==> src/rtl/miner_pkg.sv <==
// miner_pkg: shared constants and helpers for the nonce scanner.
//   IV_WORDS    - SHA256 initial state, H0 in [31:0] ... H7 in [255:224]
//   PAD_WORD    - first padding byte 0x80 packed as a little-endian data word
//   LEN_A_WORD  - 640-bit message length word (pass A, header second chunk)
//   LEN_B_WORD  - 256-bit message length word (pass B, digest-of-digest)
//   state_e     - scanner control states
//   tag_e       - what the chunk core is currently working on
//   flipbytes() - reverse the byte order of a 32-bit word
package miner_pkg;

  localparam logic [255:0] IV_WORDS = {
    32'h5be0cd19, 32'h1f83d9ab, 32'h9b05688c, 32'h510e527f,
    32'ha54ff53a, 32'h3c6ef372, 32'hbb67ae85, 32'h6a09e667
  };

  localparam logic [31:0] PAD_WORD   = 32'h00000080;
  localparam logic [31:0] LEN_A_WORD = 32'h80020000;
  localparam logic [31:0] LEN_B_WORD = 32'h00010000;

  typedef enum logic {
    ST_IDLE = 1'b0,
    ST_RUN  = 1'b1
  } state_e;

  typedef enum logic [1:0] {
    TAG_NONE = 2'd0,
    TAG_A    = 2'd1,
    TAG_B    = 2'd2
  } tag_e;

  // Digest words are big-endian, message words are little-endian.
  function automatic logic [31:0] flipbytes(input logic [31:0] w);
    return {w[7:0], w[15:8], w[23:16], w[31:24]};
  endfunction

endpackage

==> src/rtl/nonce_chunk_mux.sv <==
// nonce_chunk_mux: formats the 512-bit message chunk and 256-bit chaining
// value handed to the sha256_chunk core.
//   load_sel_i  - TAG_A: header tail + nonce under the midstate
//                 TAG_B: byte-flipped pass-A digest under the IV
//                 TAG_NONE: all-zero chunk and chaining value
//   midstate_i  - latched job midstate
//   tail_i      - latched header bytes 64..75
//   nonce_i     - nonce for a pass-A chunk
//   hash_i      - current core digest, H0 in [255:224]
//   data_o      - chunk to core, first message byte in [7:0]
//   v_o         - chaining value to core
module nonce_chunk_mux
  import miner_pkg::*;
(
  input  tag_e           load_sel_i,
  input  logic [255:0]   midstate_i,
  input  logic [95:0]    tail_i,
  input  logic [31:0]    nonce_i,
  input  logic [255:0]   hash_i,
  output logic [511:0]   data_o,
  output logic [255:0]   v_o
);

  // Chunk formatting; the pass-B path is purely combinational from hash_i.
  always_comb begin
    data_o = '0;
    v_o    = '0;
    case (load_sel_i)
      TAG_A: begin
        data_o[95:0]    = tail_i;
        data_o[127:96]  = nonce_i;
        data_o[159:128] = PAD_WORD;
        data_o[511:480] = LEN_A_WORD;
        v_o             = midstate_i;
      end
      TAG_B: begin
        for (int i = 0; i < 8; i++) begin
          data_o[32*i +: 32] = flipbytes(hash_i[255-32*i -: 32]);
        end
        data_o[287:256] = PAD_WORD;
        data_o[511:480] = LEN_B_WORD;
        v_o             = IV_WORDS;
      end
      default: begin
        data_o = '0;
        v_o    = '0;
      end
    endcase
  end

endmodule

==> src/rtl/nonce_scanner.sv <==
// nonce_scanner: drives a free-running sha256_chunk core through Bitcoin
// double-SHA256 over an inclusive, wrapping nonce range and reports nonces
// whose final digest word H7 is zero.
//   clk, rst_n         - clock shared with the core, async active-low reset
//   job_start          - pulse: latch job and (re)start a scan
//   midstate, tail     - header midstate and header bytes 64..75
//   nonce_start/_end   - inclusive nonce range
//   chunk_data/chunk_v - chunk and chaining value to the core
//   chunk_hash         - core digest, H0 in [255:224] ... H7 in [31:0]
//   chunk_valid        - core round-63 marker; the only decision point
//   busy, found, found_nonce, done - status outputs
module nonce_scanner
  import miner_pkg::*;
(
  input  logic           clk,
  input  logic           rst_n,
  input  logic           job_start,
  input  logic [255:0]   midstate,
  input  logic [95:0]    tail,
  input  logic [31:0]    nonce_start,
  input  logic [31:0]    nonce_end,
  output logic [511:0]   chunk_data,
  output logic [255:0]   chunk_v,
  input  logic [255:0]   chunk_hash,
  input  logic           chunk_valid,
  output logic           busy,
  output logic           found,
  output logic [31:0]    found_nonce,
  output logic           done
);

  state_e        state_q, state_d;
  tag_e          tag_q, tag_d;
  tag_e          load_sel;
  logic [255:0]  mid_q, mid_d;
  logic [95:0]   tail_q, tail_d;
  logic [31:0]   end_q, end_d;
  logic [31:0]   next_q, next_d;   // next nonce to start as pass A
  logic [31:0]   cur_q, cur_d;     // nonce currently in flight
  logic          more_q, more_d;   // next_q has not been started yet
  logic          busy_q, busy_d;
  logic          found_q, found_d;
  logic [31:0]   fnonce_q, fnonce_d;
  logic          done_q, done_d;

  // Chunk the core would latch if this cycle is a chunk_valid cycle.
  // A job_start always wins, so its first A pass waits for the next boundary.
  always_comb begin
    load_sel = TAG_NONE;
    if (job_start) begin
      load_sel = TAG_NONE;
    end else if (state_q == ST_RUN) begin
      if (tag_q == TAG_A) begin
        load_sel = TAG_B;
      end else if (more_q) begin
        load_sel = TAG_A;
      end else begin
        load_sel = TAG_NONE;
      end
    end else begin
      load_sel = TAG_NONE;
    end
  end

  nonce_chunk_mux u_mux (
    .load_sel_i (load_sel),
    .midstate_i (mid_q),
    .tail_i     (tail_q),
    .nonce_i    (next_q),
    .hash_i     (chunk_hash),
    .data_o     (chunk_data),
    .v_o        (chunk_v)
  );

  // Scan control: job latch, pass sequencing and result evaluation.
  always_comb begin
    state_d  = state_q;
    tag_d    = tag_q;
    mid_d    = mid_q;
    tail_d   = tail_q;
    end_d    = end_q;
    next_d   = next_q;
    cur_d    = cur_q;
    more_d   = more_q;
    found_d  = 1'b0;
    fnonce_d = fnonce_q;
    done_d   = 1'b0;
    if (job_start) begin
      // Also the abort path: forcing NONE drops any in-flight result.
      mid_d   = midstate;
      tail_d  = tail;
      end_d   = nonce_end;
      next_d  = nonce_start;
      more_d  = 1'b1;
      tag_d   = TAG_NONE;
      state_d = ST_RUN;
    end else if ((state_q == ST_RUN) && chunk_valid) begin
      case (tag_q)
        TAG_A: begin
          tag_d = TAG_B;
        end
        TAG_NONE, TAG_B: begin
          if ((tag_q == TAG_B) && (chunk_hash[31:0] == 32'd0)) begin
            found_d  = 1'b1;
            fnonce_d = cur_q;
          end else begin
            found_d  = 1'b0;
          end
          if (more_q) begin
            tag_d  = TAG_A;
            cur_d  = next_q;
            next_d = next_q + 32'd1;
            // The nonce being started is the last one when it equals end.
            more_d = (next_q != end_q);
          end else begin
            tag_d   = TAG_NONE;
            state_d = ST_IDLE;
            done_d  = 1'b1;
          end
        end
        default: begin
          tag_d = TAG_NONE;
        end
      endcase
    end else begin
      state_d = state_q;
    end
    busy_d = (state_d == ST_RUN);
  end

  // State and output registers.
  always_ff @(posedge clk or negedge rst_n) begin
    if (!rst_n) begin
      state_q  <= ST_IDLE;
      tag_q    <= TAG_NONE;
      mid_q    <= '0;
      tail_q   <= '0;
      end_q    <= 32'd0;
      next_q   <= 32'd0;
      cur_q    <= 32'd0;
      more_q   <= 1'b0;
      busy_q   <= 1'b0;
      found_q  <= 1'b0;
      fnonce_q <= 32'd0;
      done_q   <= 1'b0;
    end else begin
      state_q  <= state_d;
      tag_q    <= tag_d;
      mid_q    <= mid_d;
      tail_q   <= tail_d;
      end_q    <= end_d;
      next_q   <= next_d;
      cur_q    <= cur_d;
      more_q   <= more_d;
      busy_q   <= busy_d;
      found_q  <= found_d;
      fnonce_q <= fnonce_d;
      done_q   <= done_d;
    end
  end

  assign busy        = busy_q;
  assign found       = found_q;
  assign found_nonce = fnonce_q;
  assign done        = done_q;

endmodule
==> config.mk <==
export PLATFORM = sky130hd
export DESIGN_NAME = nonce_scanner
export DESIGN_NICKNAME = d
export VERILOG_FILES = /design/src/rtl/miner_pkg.sv /design/src/rtl/nonce_chunk_mux.sv /design/src/rtl/nonce_scanner.sv
export SDC_FILE = /design/constraint.sdc
export NUM_CORES = 1
export LEC_CHECK = 0
export ABC_AREA = 0
export CORE_AREA = 4 4 581 583
export CTS_CLUSTER_DIAMETER = 80
export CTS_CLUSTER_SIZE = 30
export DETAILED_ROUTE_END_ITERATION = 12
export DIE_AREA = 0 0 585 587
export GPL_TIMING_DRIVEN = 0
export PLACE_DENSITY_LB_ADDON = 0.05
export SLEW_MARGIN = 30
export SYNTH_ARGS = -nofsm -noshare
export SYNTH_HDL_FRONTEND = slang
export SYNTH_SLANG_ARGS = --single-unit
==> constraint.sdc <==
create_clock -name clk -period 3.9 [get_ports clk]
set_clock_uncertainty 0.05 [all_clocks]
set_input_delay 0.39 -clock clk [delete_from_list [all_inputs] [get_ports clk]]
set_output_delay 0.39 -clock clk [all_outputs]
set_load 0.005 [all_outputs]
### Word level (Yosys, flattened, before mapping)

Index checks and enable logic that the tools add are counted.

| storage, ports and cells | value |
|---|---|
| register bits | 486 |
| logic and storage cells | 63 |
| bits of input ports | 676 |

| operators by class | value |
|---|---|
| add/subtract/negate cells | 1 |
| bitwise logic cells | 1 |
| reduce and logical (&&, ||, !) cells | 13 |
| muxes and demuxes | 31 |
| equality and inequality tests | 6 |

Operator list:

| cell | number |
|---|---|
| 256-bit case mux with 2 select lines | 1 |
| 160-bit case mux with 2 select lines | 1 |
| 32-bit 2-to-1 mux | 4 |
| 104-bit 2-to-1 mux | 1 |
| 32-bit case mux with 2 select lines | 1 |
| 32-bit by 1-bit adder with 32-bit output, second input constant | 1 |
| 32-bit logical NOT | 1 |
| 32-bit inequality test | 1 |
| 1-bit 2-to-1 mux | 17 |
| 2-bit 2-to-1 mux | 5 |
| 4-bit AND reduction | 2 |
| 3-bit AND reduction | 2 |
| 2-bit nonzero test | 3 |
| 2-bit by 1-bit equality test with 1-bit output, second input constant | 2 |
| 2-bit equality test, second input constant | 2 |
| 2-bit case mux with 2 select lines | 1 |
| 1-bit logical AND | 2 |
| 2-bit logical NOT | 1 |
| 2-bit inequality test, second input constant | 1 |
| 2-bit AND reduction | 1 |
| 2-bit OR reduction | 1 |
| 1-bit inverter | 1 |

### Depth between registers and ports, before layout

Gate-level depths: netlist (run 1).

| depth | value |
|---|---|
| word-level depth | 6 |
| depth in mapped cells | 10 |
| mapped depth without buffers | 7 |

### Cells and area by module

Synthesis (run 1) repeated with hierarchy kept, for this count alone.

| second synthesis, totals | value |
|---|---|
| cells, all modules | 2,411 |
| area, all modules | 25,833.5 µm² |

Modules (own cells, without submodules):

| module | times used | seq. area each (µm²) | area each (µm²) | cells each |
|---|---|---|---|---|
| nonce_scanner | 1 | 12,161.7 | 19,100.8 | 1,256 |
| nonce_chunk_mux | 1 | 0.0 | 6,732.7 | 1,155 |

### Worst setup path before layout (run 1)

OpenSTA, ideal clock, no wires.

| timing path | value |
|---|---|
| kind | input -> output |
| start point | input port job_start |
| end point | output port chunk_data[102] |
| arrival time | 2,180 ps |
| path slack | 1,280 ps |
| cell stages on the path | 10 |
| path through | buf_2 -> nor2b_4 -> nand2_1 -> nor2_1 -> ha_1 -> nor2b_1 -> clkbuf_1 -> clkbuf_1 -> clkbuf_1 -> a22o_2 |

| on the way | value |
|---|---|
| word-level cells in the longest chain between the ends | 3 |
| elaborated cells between the ends (all ways) | 4 |
| classes of those cells | eq/ne: 2; mux: 2 |

RTL lines:

| item | line | text |
|---|---|---|
| from (decl) | nonce_scanner.sv:17 | `input logic job_start,` |
| 2-bit 2-to-1 mux (*) | nonce_scanner.sv:50 | `if (job_start) begin` |
| 2-bit equality test / 2-bit by 1-bit equality test with 1-bit output (equally long branches) | nonce_chunk_mux.sv:28 | `case (load_sel_i)` |
| 160-bit case mux with 2 select lines (*) | nonce_chunk_mux.sv:28 |  |
| to (decl) | nonce_scanner.sv:22 | `output logic [511:0] chunk_data,` |

Mark *: on every way between the ends. The rest lies on a longest branch, timed or not.

==> results of run 1 <==
[area by class of cell]
type                       instances  area, µm²  area share
clock inverter                    56        563      0.0114
multi-input combinational       1533      11500       0.233
inverter                           3       11.3    0.000229
sequential                       486      12200       0.247
timing repair buffer            1295      13200       0.269
tap                             4387       5490       0.112
buffer                           423       3540      0.0719
clock buffer                     118       2620      0.0532
antenna                           29       72.6     0.00148
[cell families after synthesis]
group | after synthesis
AND/OR/NAND/NOR | 494
flip-flops | 486
buffers and inverters | 426
multiplexers | 418
AO/OA/AOI/OAI | 309
XOR/XNOR | 57
adder cells (fa/ha/maj) | 3
other | 1
[metal layers]
metal / GRT usage / up-vias / share of wire
met1: 0.130 / 11500 / 0.33
met4: 0.0269 / 136 / 0.025
met3: 0.0641 / 489 / 0.10
met2: 0.260 / 1292 / 0.53
li1: - / 10400 / -
met5: 0 / - / 0.0035
[critical path, cell delays in order, from the launching register on]
cell,delay [ns]
sky130_fd_sc_hd__dfrtp_2,0.41
sky130_fd_sc_hd__nor2b_4,0.14
sky130_fd_sc_hd__buf_6,0.14
sky130_fd_sc_hd__nand2_4,0.09
sky130_fd_sc_hd__ha_4,0.23
sky130_fd_sc_hd__nor2b_4,0.19
sky130_fd_sc_hd__clkbuf_16,0.22
sky130_fd_sc_hd__buf_12,0.19
sky130_fd_sc_hd__buf_8,0.17
sky130_fd_sc_hd__a21o_1,0.19
sky130_fd_sc_hd__clkdlybuf4s50_1,0.54
[worst max path at each step]
| stage | cells past startpoint | to | slack, ns | startpoint |
|---|---|---|---|---|
| 6_report | 10 | chunk_v[70] | 0.08 | busy |
| 5_1_grt | 10 | chunk_data[116] | -0.07 | busy |
| 3_5_place_dp | 11 | chunk_data[61] | -1.62 | job_start |
| 3_3_place_gp | 1 | done | -28.39 | rst_n |
| 2_1_floorplan | 10 | chunk_data[102] | 1.28 | job_start |
| 4_1_cts | 11 | chunk_v[231] | -0.26 | tag_q[1] |
[power groups by stage]
stage          Combinational, µW  Clock [µW]  Sequential (µW)
3_5_place_dp                3860           0             6060
3_3_place_gp                3800           0             6090
6_report                    3830        8700             5950
5_1_grt                     4180        9370             6020
4_1_cts                     3970        9240             5980
2_1_floorplan               1410           0             5810
[stage by stage]
stage / power, µW / util / hold slack (ns) / worst slack, ns / std cells
after CTS: 19200 / 0.146 / 0.0227 / -0.261 / 8274
final: 18500 / 0.148 / 0.124 / 0.0840 / 8330
after floorplan: 7220 / - / 0.0444 / 1.28 / 2445
after global routing: 19600 / 0.148 / 0.0579 / -0.0705 / 8311
after global placement: 9890 / 0.132 / 0.418 / -28.39 / 8057
after detailed placement: 9920 / 0.134 / 0.296 / -1.62 / 8075
[flip-flops by register name (all words and copies together), names as in the netlist]
register	flops
cur_q	32
found	1
next_q	32
busy	1
found_nonce	32
done	1
tail_q	96
mid_q	256
more_q	1
tag_q	2
end_q	32
[cells in the mapped netlist (all sizes together), types with 2 or more instances]
cell | number | area share
a21o | 137 | 0.041
xnor2 | 46 | 0.016
nor2 | 17 | 0.0025
clkbuf | 115 | 0.018
a22o | 128 | 0.044
mux2 | 417 | 0.19
nand2 | 147 | 0.022
and2 | 250 | 0.062
a21oi | 6 | 0.0012
nor3 | 14 | 0.0034
and3 | 8 | 0.0023
nand3 | 12 | 0.0024
nand2b | 2 | 0.00049
xor2 | 11 | 0.0038
inv | 3 | 0.00044
ha | 3 | 0.0015
nor4 | 15 | 0.0051
nand4 | 16 | 0.0048
o21ai | 26 | 0.0051
o311ai | 2 | 0.00069
buf | 308 | 0.089
a221o | 4 | 0.0016
dfrtp | 486 | 0.48
nor2b | 6 | 0.0018
and4 | 4 | 0.0015
[repair_timing]
item | CTS | global route
setup buffers | 18 | 28
endpoints found under the hold margin | 155 | 0
gates cloned | 4 | 1
resized for setup | 502 | 302
pin swaps | 4 | 5
endpoints found under the setup margin | 512 | 260
hold buffers | 3 | 0
==> impl.org, run 1 <==
** Outcome
- Outcome :: finished clean

** Critical path
- STA classifies the critical path startpoint as a flop.
- Class of the most critical setup path :: flop to primary output
- Maximum fanout encountered on the critical timing path :: 10
- Required time at the endpoint of the critical path :: 3.46 ns
- Number of cells on the worst reg-to-reg path :: 7
- FF-to-FF Start :: tag_q[0]
- Slack of the worst reg-to-reg path :: 1.07 ns
- Critical Path AT :: 3.38 ns
- The worst setup path is captured at a primary output.
- The endpoint identified for the worst register-to-register timing path is found_nonce[25].

** Routing
- After detailed routing, the average wire length per cell comes to 29.0 µm.
- Sum of routed wire length over all layers :: 241000 µm
- Post-DR vias/cell :: 2.86
- Drc violations :: 0
- Antenna violation net count after detailed routing :: 0
- Routed via count :: 23800
- The detailed router finished its first iteration with 861 violations.
- First-pass iteration count of the detailed router :: 5

** STA
- In this run the tightest slew margin relative to its limit is 0.389.
- Timing-limited maximum frequency :: 262 MHz
- Final total negative setup slack :: 0 ns
- Min Clock Period, post-route :: 3.82 ns
- The number of slew-limit violations in the final report was 0.
- The final count of hold timing violations is 0.
- Final setup fails :: 0
- For the pin with the worst max-slew slack, the measured transition is 0.916 ns.
- Setup repair after global routing could not meet its margin everywhere.
- Period utilization :: 0.978

** Finish
- Net count of the finished layout :: 4517
- The library cell used most frequently in the layout, excluding fill and tap cells, is sky130_fd_sc_hd__clkdlybuf4s50_1.
- The top cell types in the final layout, fill and taps aside, are sky130_fd_sc_hd__clkdlybuf4s50_1 (898), sky130_fd_sc_hd__dfrtp_1 (483), sky130_fd_sc_hd__mux2_2 (412).
- Number of fill cells in the layout :: 37600
- Fraction of final layout cells with drive strength greater than 1 :: 0.292
- The area growth from synthesis to layout is 94.4%.
- Final Instance Area :: 0.0492 mm²

** Power and ir drop
- Switching share of power :: 0.307
- VDD sags by at most 0.304 mV.
- PD cells :: 376 mW/mm²
- Proportion of power drawn by flip-flops and latches :: 0.322
- The share of total power dissipated in combinational logic is 0.207.
- In this run the power spent charging and discharging nets is 5680 µW.
- P_leak :: 0.0235 µW
- Internal power comes to 12800 µW.
- Portion of total power attributed to the clock network :: 0.471

** Synth
- Number of enable flip-flop cells after synthesis :: 0
- Fraction of synthesized area in multiplexers :: 0.186
- During synthesis, Yosys emitted a total of 0 warnings.
- Synthesized flop and latch total :: 486
- After synthesis, the largest family of logic cells by area is multiplexers.
- Post-synth ARST share :: 1.00
- Post-synthesis instance total :: 2194
- Post-synthesis compound-gate area fraction :: 0.0954
- Count of unique library cells instantiated by Yosys :: 56
- Each instance of the synthesized netlist takes up on average 11.5 µm².
- XOR/XNOR Fraction of Synth Area :: 0.0197
- Synth Area in Simple Gates :: 0.109
- Cell area after synthesis :: 0.0253 mm²
- Portion of the post-synthesis area used by sequential elements :: 0.481
- Adder-cell area share of the yosys netlist :: 0.00148
- Dominant register cell in the synthesized netlist :: sky130_fd_sc_hd__dfrtp_1

** Clocking
- The tree is rooted in a sky130_fd_sc_hd__clkbuf_16.
- Bufs on Longest Clock Path :: 4
- Clock tree from TritonCTS :: yes
- Clock-pin slew on the worst setup and hold paths :: 0.08 ns
- H-tree Lvls :: 3
- Clock tree synthesis inserted a total of 96 buffers.
- The clock drives 486 sinks.
- The clock reaches the later pin of the worst-skew pair after 0.80 ns.

** Placement
- Half-perimeter wire length after detailed placement :: 204000 µm
- Total of buffers placed on input and output ports :: 1225
- At the end of routability-driven placement, the weighted congestion stood at 0.746.
- Area of placed instances :: 0.0445 mm²

** Global route
- Largest net degree at the start of global routing :: 62
- Via count of the first global-routing pass :: 25300
- Global-route wire length before repair :: 301000 µm
- Number of antenna violations at the first check in global routing :: 210
- GRT Resource Usage Total :: 0.136
- Total congestion overflow after global routing :: 0

** Worst hold path
- The worst hold path begins at nonce_start[16].
- Class of the tightest hold or removal check :: primary input to flop
- The path with the worst hold slack has its endpoint at next_q[16].
- Hold path cells :: 3

** Floorplan
- Die Span Y :: 587 µm
- The die covers 0.343 mm².
- In this run the count of I/O pins placed on the die edge is 1479.
- From left edge to right edge, the die measures 585 µm.
- After floorplanning, the core was sized to cover 0.333 mm².
- Site row count :: 212
- For this configuration, the core starts out at a cell density of 0.0761.

** Flow run
- Across the run, the number of max-cap violations was 0.
Power figures use the tool's default switching activity.
==> run 2: changes to the inputs <==
CORE_AREA = 2 2 579 581   (was 4 4 581 583)
DIE_AREA = 0 0 581 583   (was 0 0 585 587)
PLACE_DENSITY = 0.32   (was not set)
PLACE_DENSITY_LB_ADDON = not set   (was 0.05)
==> run 2 against run 1 <==
Effect of this change:
- wire length down 7.7%
- combinational power rose by 3%
- sequential share of layout area grew 0.13 points
- global-route usage fell by 0.90 points
- non-clock buffer count up 30
- clock power decreased by 18%
- flip-flop and latch count is the same
- sequential power increased by 1%
- die area decreased by 1.4%
- cell count is 0.37% lower
- first-iteration DRC count grew 31%
- critical path type unchanged
==> impl.org, run 2 (synthesis gave the netlist of run 1 again) <==
** Floorplan
- The die footprint came to 0.339 mm² (-1.4%).
- The die extent in y came to 583 µm (-0.68%).
- The floorplan die width is 581 µm (-0.68%).
- The initial core utilization was 0.0761 (about the same).
- The standard cell core area was 0.332 mm² (about the same).
- IO Pins :: 1479 (unchanged)
- Site row count :: 212 (unchanged)

** Global route
- Total congestion overflow after global routing :: 0 (unchanged)
- GRT Resource Usage Total :: 0.127 (-0.00897)
- The number of global-route vias before repair came to 24400 (-3.7%).
- The initial antenna violation count was 93 (-56%).
- Largest net degree at the start of global routing :: 73 (+18%)
- Global-route wire length before repair :: 278000 µm (-7.8%)

** Critical path
- Required time at the endpoint of the critical path :: 3.46 ns (about the same)
- The startpoint identified for the worst register-to-register timing path is busy.
- Library cell contributing the largest single delay on the critical path :: sky130_fd_sc_hd__dfrtp_4
- The worst setup path is of the flop to primary output kind.
- CP startpoint kind :: flop
- The worst-path maximum fanout was 6 (-4).
- Walking the worst path, the cells encountered are nor2b_4 > nor2_4 > ha_4 > nor2b_4 > buf_12 > clkbuf_16 > buf_16 > clkbuf_16 > buf_12 > buf_16 > buf_12 > a22o_4 > buf_6.
- Kind of cell adding the most delay to the critical path :: buffers and inverters
- R2R Path End :: found_nonce[27]
- The combined buffer and inverter count along the critical path is 8 (+3).
- The worst setup path is captured at a primary output.
- Crit-path max cell delay :: 0.49 ns (-0.05 ns)
- The cell depth of the worst flop-to-flop path was 8 (+1).
- Slack of the worst reg-to-reg path :: 0.99 ns (-0.08 ns)
- By instance count, the cell type seen most on the critical path is sky130_fd_sc_hd__buf_12.
- The arrival time at the worst endpoint is 3.41 ns (+0.03 ns).

** Finish
- The ratio of cells with drive above 1 in the final layout came to 0.303 (+0.0118).
- Max FFs per register :: 256 (unchanged)
- The filler cell count came to 37500 (-0.093%).
- From synthesis to final layout, the design area changed by 93.3%.
- Final core utilization :: 0.147 (-0.000653)
- The final non-filler cell area was 0.0489 mm² (-0.52%).
- The final net count came to 4523 (+0.13%).
- Largest Register :: mid_q
- Highest-count cells in the layout ignoring fill and taps :: sky130_fd_sc_hd__clkdlybuf4s50_1 (861), sky130_fd_sc_hd__dfrtp_1 (483), sky130_fd_sc_hd__mux2_2 (412)
- Leaving out fill and tap cells, the most frequent cell in the layout is sky130_fd_sc_hd__clkdlybuf4s50_1.
- The largest registers in the layout are mid_q: 256 flops, tail_q: 96 flops.

** Routing
- First-pass iteration count of the detailed router :: 4 (-1)
- The final wirelength came to 223000 µm (-7.7%).
- Post-DR vias/cell :: 2.81 (-1.9%)
- Antenna violation net count after detailed routing :: 0 (unchanged)
- Iter 0 DRT Violations :: 1132 (+31%)
- Routed via count :: 23300 (-2.2%)
- Routed len/inst :: 26.8 µm (-7.4%)
- Drc violations :: 0 (unchanged)

** Worst hold path
- The worst hold path terminates at mid_q[24].
- The min-delay analysis places its worst path in the category primary input to flop.
- The startpoint identified for the worst hold timing path is midstate[24].
- The number of cells on the worst hold path came to 2 (-1).

** STA
- The setup TNS after final layout was 0 ns (unchanged).
- The post-route fraction of the period consumed by the critical path came to 0.988 (+0.00951).
- Setup repair after global routing could not meet its margin everywhere.
- Min Clock Period, post-route :: 3.85 ns (+0.0371 ns)
- The number of setup violations in the final report was 0 (unchanged).
- Hold slack :: 0.147 ns (+0.0226 ns)
- Slew of the pin with the lowest slew margin :: 0.952 ns (+0.0360 ns)
- The number of slew-limit violations in the final report came to 0 (unchanged).
- Fin worst setup slack :: 0.0469 ns (-0.0371 ns)
- Relative slew slack :: 0.365 (-0.0240)
- The peak clock frequency supported by timing is 260 MHz (-0.96%).
- Hold Fails Final Rpt :: 0 (unchanged)

** Clocking
- The CTS clock-pin slew for the worst setup and hold paths was 0.09 ns (about the same).
- Clock tree from TritonCTS :: yes
- H-tree Lvls :: 3 (unchanged)
- The clock latency of the later-clocked register in the worst-skew pair was 0.75 ns (-0.05 ns).
- The cell sitting at the root of the clock tree is a sky130_fd_sc_hd__clkbuf_16.
- Cts bufs inserted :: 72 (-25%)
- Bufs on Longest Clock Path :: 4 (unchanged)
- Number of sinks on the clock net :: 486 (unchanged)

** Power and ir drop
- Cell-internal power :: 11600 µW (-9.1%)
- NetSw :: 5430 µW (-4.5%)
- The power density relative to cell area is 349 mW/mm² (-7.2%).
- Portion of total power attributed to the clock network :: 0.417 (-0.054)
- The switching share of power is 0.318 (+0.0106).
- P_leak :: 0.0228 µW (-3.2%)
- The sequential share of power came to 0.352 (+0.030).
- The peak ir drop on the vdd network is 0.264 mV (-13%).
- The combinational group share of total power was 0.231 (+0.024).

** Placement
- The instance area at placement is 0.0446 mm² (+0.17%).
- Final GP Congestion :: 0.926 (+24%)
- The estimated wirelength of the detail-placed design is 192000 µm (-5.9%).
- Post-placement setup slack :: -1.79 ns (-0.168 ns)
- The port buffer count was 1225 (unchanged).

** Flow run
- The max-capacitance violation count was 0 (unchanged).

** Outcome
- Outcome :: finished clean
run 2: area by class of cell:
class	count	area, µm²	area share
antenna	15	37.5	0.000767
buffer	420	3590	0.0734
clock buffer	80	1920	0.0393
clock inverter	47	582	0.0119
inverter	3	11.3	0.000230
multi-input combinational	1533	11700	0.238
sequential	486	12200	0.249
tap	4387	5490	0.112
timing repair buffer	1328	13500	0.275
run 2: metrics by stage:
step	total power, µW	instances
floorplan	7220	2445
global placement	9880	8057
detailed placement	9940	8077
CTS	17500	8264
global route	17900	8284
finish	17100	8299
run 2: worst max-delay path by stage:
stage	cells past startpoint	start	end
finish	13	tag_q[1]	chunk_data[94]
global route	11	busy	chunk_data[87]
CTS	10	busy	chunk_v[103]
detailed placement	11	job_start	chunk_v[222]
global placement	1	rst_n	found_nonce[6]
floorplan	10	job_start	chunk_data[102]
run 2: metal layers:
| layer | vias to the layer above | share of wire | global-route usage |
|---|---|---|---|
| met3 | 233 | 0.092 | 0.0487 |
| met5 | - | 0.0015 | 0 |
| met2 | 1121 | 0.54 | 0.246 |
| met4 | 50 | 0.016 | 0.0169 |
| li1 | 10400 | - | - |
| met1 | 11500 | 0.35 | 0.129 |
run 2: power by group through the flow:
stage / clock, µW / combinational [µW] / sequential [µW]
2_1_floorplan: 0 / 1410 / 5810
3_3_place_gp: 0 / 3760 / 6120
3_5_place_dp: 0 / 3830 / 6110
4_1_cts: 7470 / 4010 / 6020
5_1_grt: 7640 / 4230 / 6070
6_report: 7120 / 3940 / 6010
run 2: worst register-to-register path, delay by kind of cell (launching register included):
kind          cells  cell delay [ns]
simple gates      4             1.38
buf+inv           3             0.51
flops             1             0.40
mux               1             0.40
run 2: repair_timing:
action	CTS	global route
hold buffers	3	0
hold endpoints to repair	117	0
pin swaps	35	14
resized for setup	831	159
setup endpoints to repair	512	217
gates cloned	3	2
buffers inserted	56	23
==> run 3: changes to the inputs <==
HOLD_SLACK_MARGIN = 0.12   (was not set)
==> run 3 against run 2 <==
Effect of this change:
- die area stayed put
- maximum frequency is 0.68% lower
- non-clock buffer count is 198 higher
- register-to-register slack worse by 0.02 ns
- via count is 3.5% higher
- total power is 1.1% higher
- critical path depth is 1 higher
- sequential share of layout area is 0.92 points lower
- setup slack worse by 0.027 ns
- clock power hardly changed
- critical path type unchanged
- critical endpoint unchanged
- highest routed layer unchanged
==> impl.org, run 3 (synthesis gave the netlist of run 1 again) <==
** Finish
- The sequential cell area in the final layout is 0.0122 mm² (unchanged).
- The number of flip-flops in the largest register came to 256 (unchanged).
- The final non-filler cell area is 0.0508 mm² (+3.8%).
- Highest-count cells in the layout ignoring fill and taps :: sky130_fd_sc_hd__clkdlybuf4s50_1 (877), sky130_fd_sc_hd__dfrtp_1 (483), sky130_fd_sc_hd__mux2_2 (412)
- Leaving out fill and tap cells, the most frequent cell in the layout is sky130_fd_sc_hd__clkdlybuf4s50_1.
- The filler cell count was 37500 (-0.21%).
- Fraction of final layout cells with drive strength greater than 1 :: 0.286 (-0.0176)
- Area of the multi-input gates :: 0.0117 mm² (unchanged)
- Net count of the finished layout :: 4721 (+4.4%)
- Signed area change from the synthesized netlist to the final layout :: 101%
- The largest registers in the layout are mid_q: 256 flops, tail_q: 96 flops.
- The non-filler instance count after layout came to 8496 (+2.4%).
- More flip-flops sit in one register than any other, and that register is mid_q.

** Global route
- Global-route wire length before repair :: 280000 µm (+0.89%)
- Total congestion overflow after global routing :: 0 (unchanged)
- GRT Resource Usage Total :: 0.127 (+0.000302)
- Via count of the first global-routing pass :: 25500 (+4.6%)
- Number of antenna violations at the first check in global routing :: 95 (+2.2%)
- The maximum number of pins on one net before global-route repair was 73 (unchanged).

** STA
- The final count of hold timing violations is 0 (unchanged).
- The peak clock frequency supported by timing is 258 MHz (-0.68%).
- The slew at the pin closest to its max-slew limit came to 0.936 ns (-0.0163 ns).
- Final setup fails :: 0 (unchanged)
- Period utilization :: 0.995 (+0.00681)
- Hold slack :: 0.194 ns (+0.0475 ns)
- The headroom to the max-slew limit is 0.376 (+0.0109).
- Setup repair after global routing could not meet its margin everywhere.
- Final-report max-slew violation count :: 0 (unchanged)
- Fin worst setup slack :: 0.0204 ns (-0.0265 ns)
- Min Clock Period, post-route :: 3.88 ns (+0.0265 ns)
- The setup TNS after final layout came to 0 ns (unchanged).

** Floorplan
- Die Wd :: 581 µm (unchanged)
- Core Box Area :: 0.332 mm² (unchanged)
- IO Pins :: 1479 (unchanged)
- The die footprint is 0.339 mm² (unchanged).
- Die Span Y :: 583 µm (unchanged)
- Effective utilization at floorplan :: 0.0761 (unchanged)
- The floorplan row count was 212 (unchanged).

** Power and ir drop
- Peak ir drop on the vdd network :: 0.262 mV (-0.51%)
- The power density relative to cell area is 340 mW/mm² (-2.6%).
- P_leak :: 0.0233 µW (+2.4%)

** Clocking
- Clock tree from TritonCTS :: yes
- The CTS clock-pin slew for the worst setup and hold paths is 0.07 ns (-0.02 ns).
- The maximum level of the CTS H-tree was 3 (unchanged).
- The clock latency of the later-clocked register in the worst-skew pair is 0.76 ns (about the same).
- The TritonCTS sink count is 486 (unchanged).
- Bufs on Longest Clock Path :: 4 (unchanged)
- The total CTS buffers was 72 (unchanged).
- Clock tree root buffer cell :: sky130_fd_sc_hd__clkbuf_16

** Critical path
- The delay of the slowest critical-path stage came to 0.41 ns (-0.08 ns).
- Type of element capturing the critical path :: primary output
- The worst setup path is launched from a flop.
- The signal on the critical path passes through nor2b_4 > buf_4 > nand2_8 > ha_4 > nor2b_4 > buf_12 > clkbuf_16 > buf_16 > clkbuf_16 > buf_12 > buf_16 > buf_12 > a22o_4 > buf_6.
- Buffer and inverter count on the worst path :: 9 (+1)
- The slowest stage of the critical path is the sky130_fd_sc_hd__dfrtp_2 cell.
- Required time at the endpoint of the critical path :: 3.46 ns (about the same)
- Critical Path AT :: 3.44 ns (+0.03 ns)
- Library cell appearing most often on the critical path :: sky130_fd_sc_hd__buf_12
- FF-to-FF Start :: busy
- Maximum fanout encountered on the critical timing path :: 6 (unchanged)
- Class of the most critical setup path :: flop to primary output
- The critical path starts at busy.
- The cell family contributing the most delay on the critical path is buffers and inverters.

** Routing
- The number of nets with antenna violations after routing was 0 (unchanged).
- The violation count after the first detailed-routing iteration is 1078 (-4.8%).
- Drc violations :: 0 (unchanged)
- First-pass iteration count of the detailed router :: 5 (+1)
- The final wirelength is 222000 µm (-0.17%).
- The detail-routed via count per cell came to 2.84 (+1.1%).
- The routed length per instance is 26.2 µm (-2.5%).
- Routed via count :: 24100 (+3.5%)

** Placement
- The instance area at placement was 0.0446 mm² (unchanged).
- Total of buffers placed on input and output ports :: 1225 (unchanged)
- Half-perimeter wire length after detailed placement :: 192000 µm (unchanged)
- The cell count after placement came to 8077 (unchanged).
- Post-placement setup slack :: -1.79 ns (unchanged)
- Final GP Congestion :: 0.926 (unchanged)

** Worst hold path
- The tightest min-delay check is of the primary input to flop type.
- Hold Crit Start :: midstate[106]

** Outcome
- The run finished with clean final reports.

** Flow run
- Total of max-cap violations :: 0 (unchanged)
[run 3: cell count changes in the layout (fill, tap and decap cells not counted), sizes merged]
| cell | before | now |
|---|---|---|
| buf | 477 | 463 |
| clkbuf | 192 | 195 |
| clkdlybuf4s15 | 38 | 28 |
| clkdlybuf4s50 | 861 | 877 |
| diode | 15 | 14 |
| dlygate4sd2 | 185 | 192 |
| dlygate4sd3 | 2 | 214 |
| dlymetal6s2s | 73 | 57 |
[run 3: final cells by class]
cell class                      count  share of cell area
Tap cell                         4387               0.108
Clock inverter                     47              0.0115
Multi-Input combinational cell   1533               0.230
Sequential cell                   486               0.239
Timing Repair Buffer             1527               0.303
Antenna cell                       14            0.000690
Clock buffer                       80              0.0379
Inverter                            3            0.000222
Buffer                            419              0.0700
[run 3: report_power, final]
part           internal, µW  total, µW  switching (µW)
Sequential             5530       6010             478
Combinational          2280       4100            1820
Clock                  3940       7140            3200
[run 3: final timing paths]
check,endpoint,slack (ns),depth (start not counted)
setup / recovery,chunk_data[94],0.02,14
hold / removal,mid_q[106],0.19,2
setup reg to reg,found_nonce[27],0.97,8
hold reg to reg,cur_q[6],0.42,2
max in group asynchronous,more_q,1.61,7
min in group asynchronous,mid_q[181],0.66,4
[run 3: repair_timing]
| item | 4_1_cts | 5_1_grt |
|---|---|---|
| gates cloned | 3 | 0 |
| setup endpoints to repair | 512 | 222 |
| endpoints found under the hold margin | 363 | 0 |
| setup buffers | 56 | 12 |
| hold buffers | 215 | 0 |
| pin swaps | 35 | 12 |
| resized for setup | 831 | 132 |
[run 3: routing by layer]
layer / part of all wire / track usage
met5: 0.0015 / 0
met4: 0.017 / 0.0199
met1: 0.35 / 0.129
met2: 0.54 / 0.246
met3: 0.089 / 0.0479
[run 3: metrics by stage]
| step | total power (µW) | utilization |
|---|---|---|
| 6_report | 17300 | 0.153 |
| 5_1_grt | 18100 | 0.153 |
| 4_1_cts | 17700 | 0.152 |
| 3_5_place_dp | 9940 | 0.134 |
| 3_3_place_gp | 9880 | 0.132 |
| 2_1_floorplan | 7220 | - |
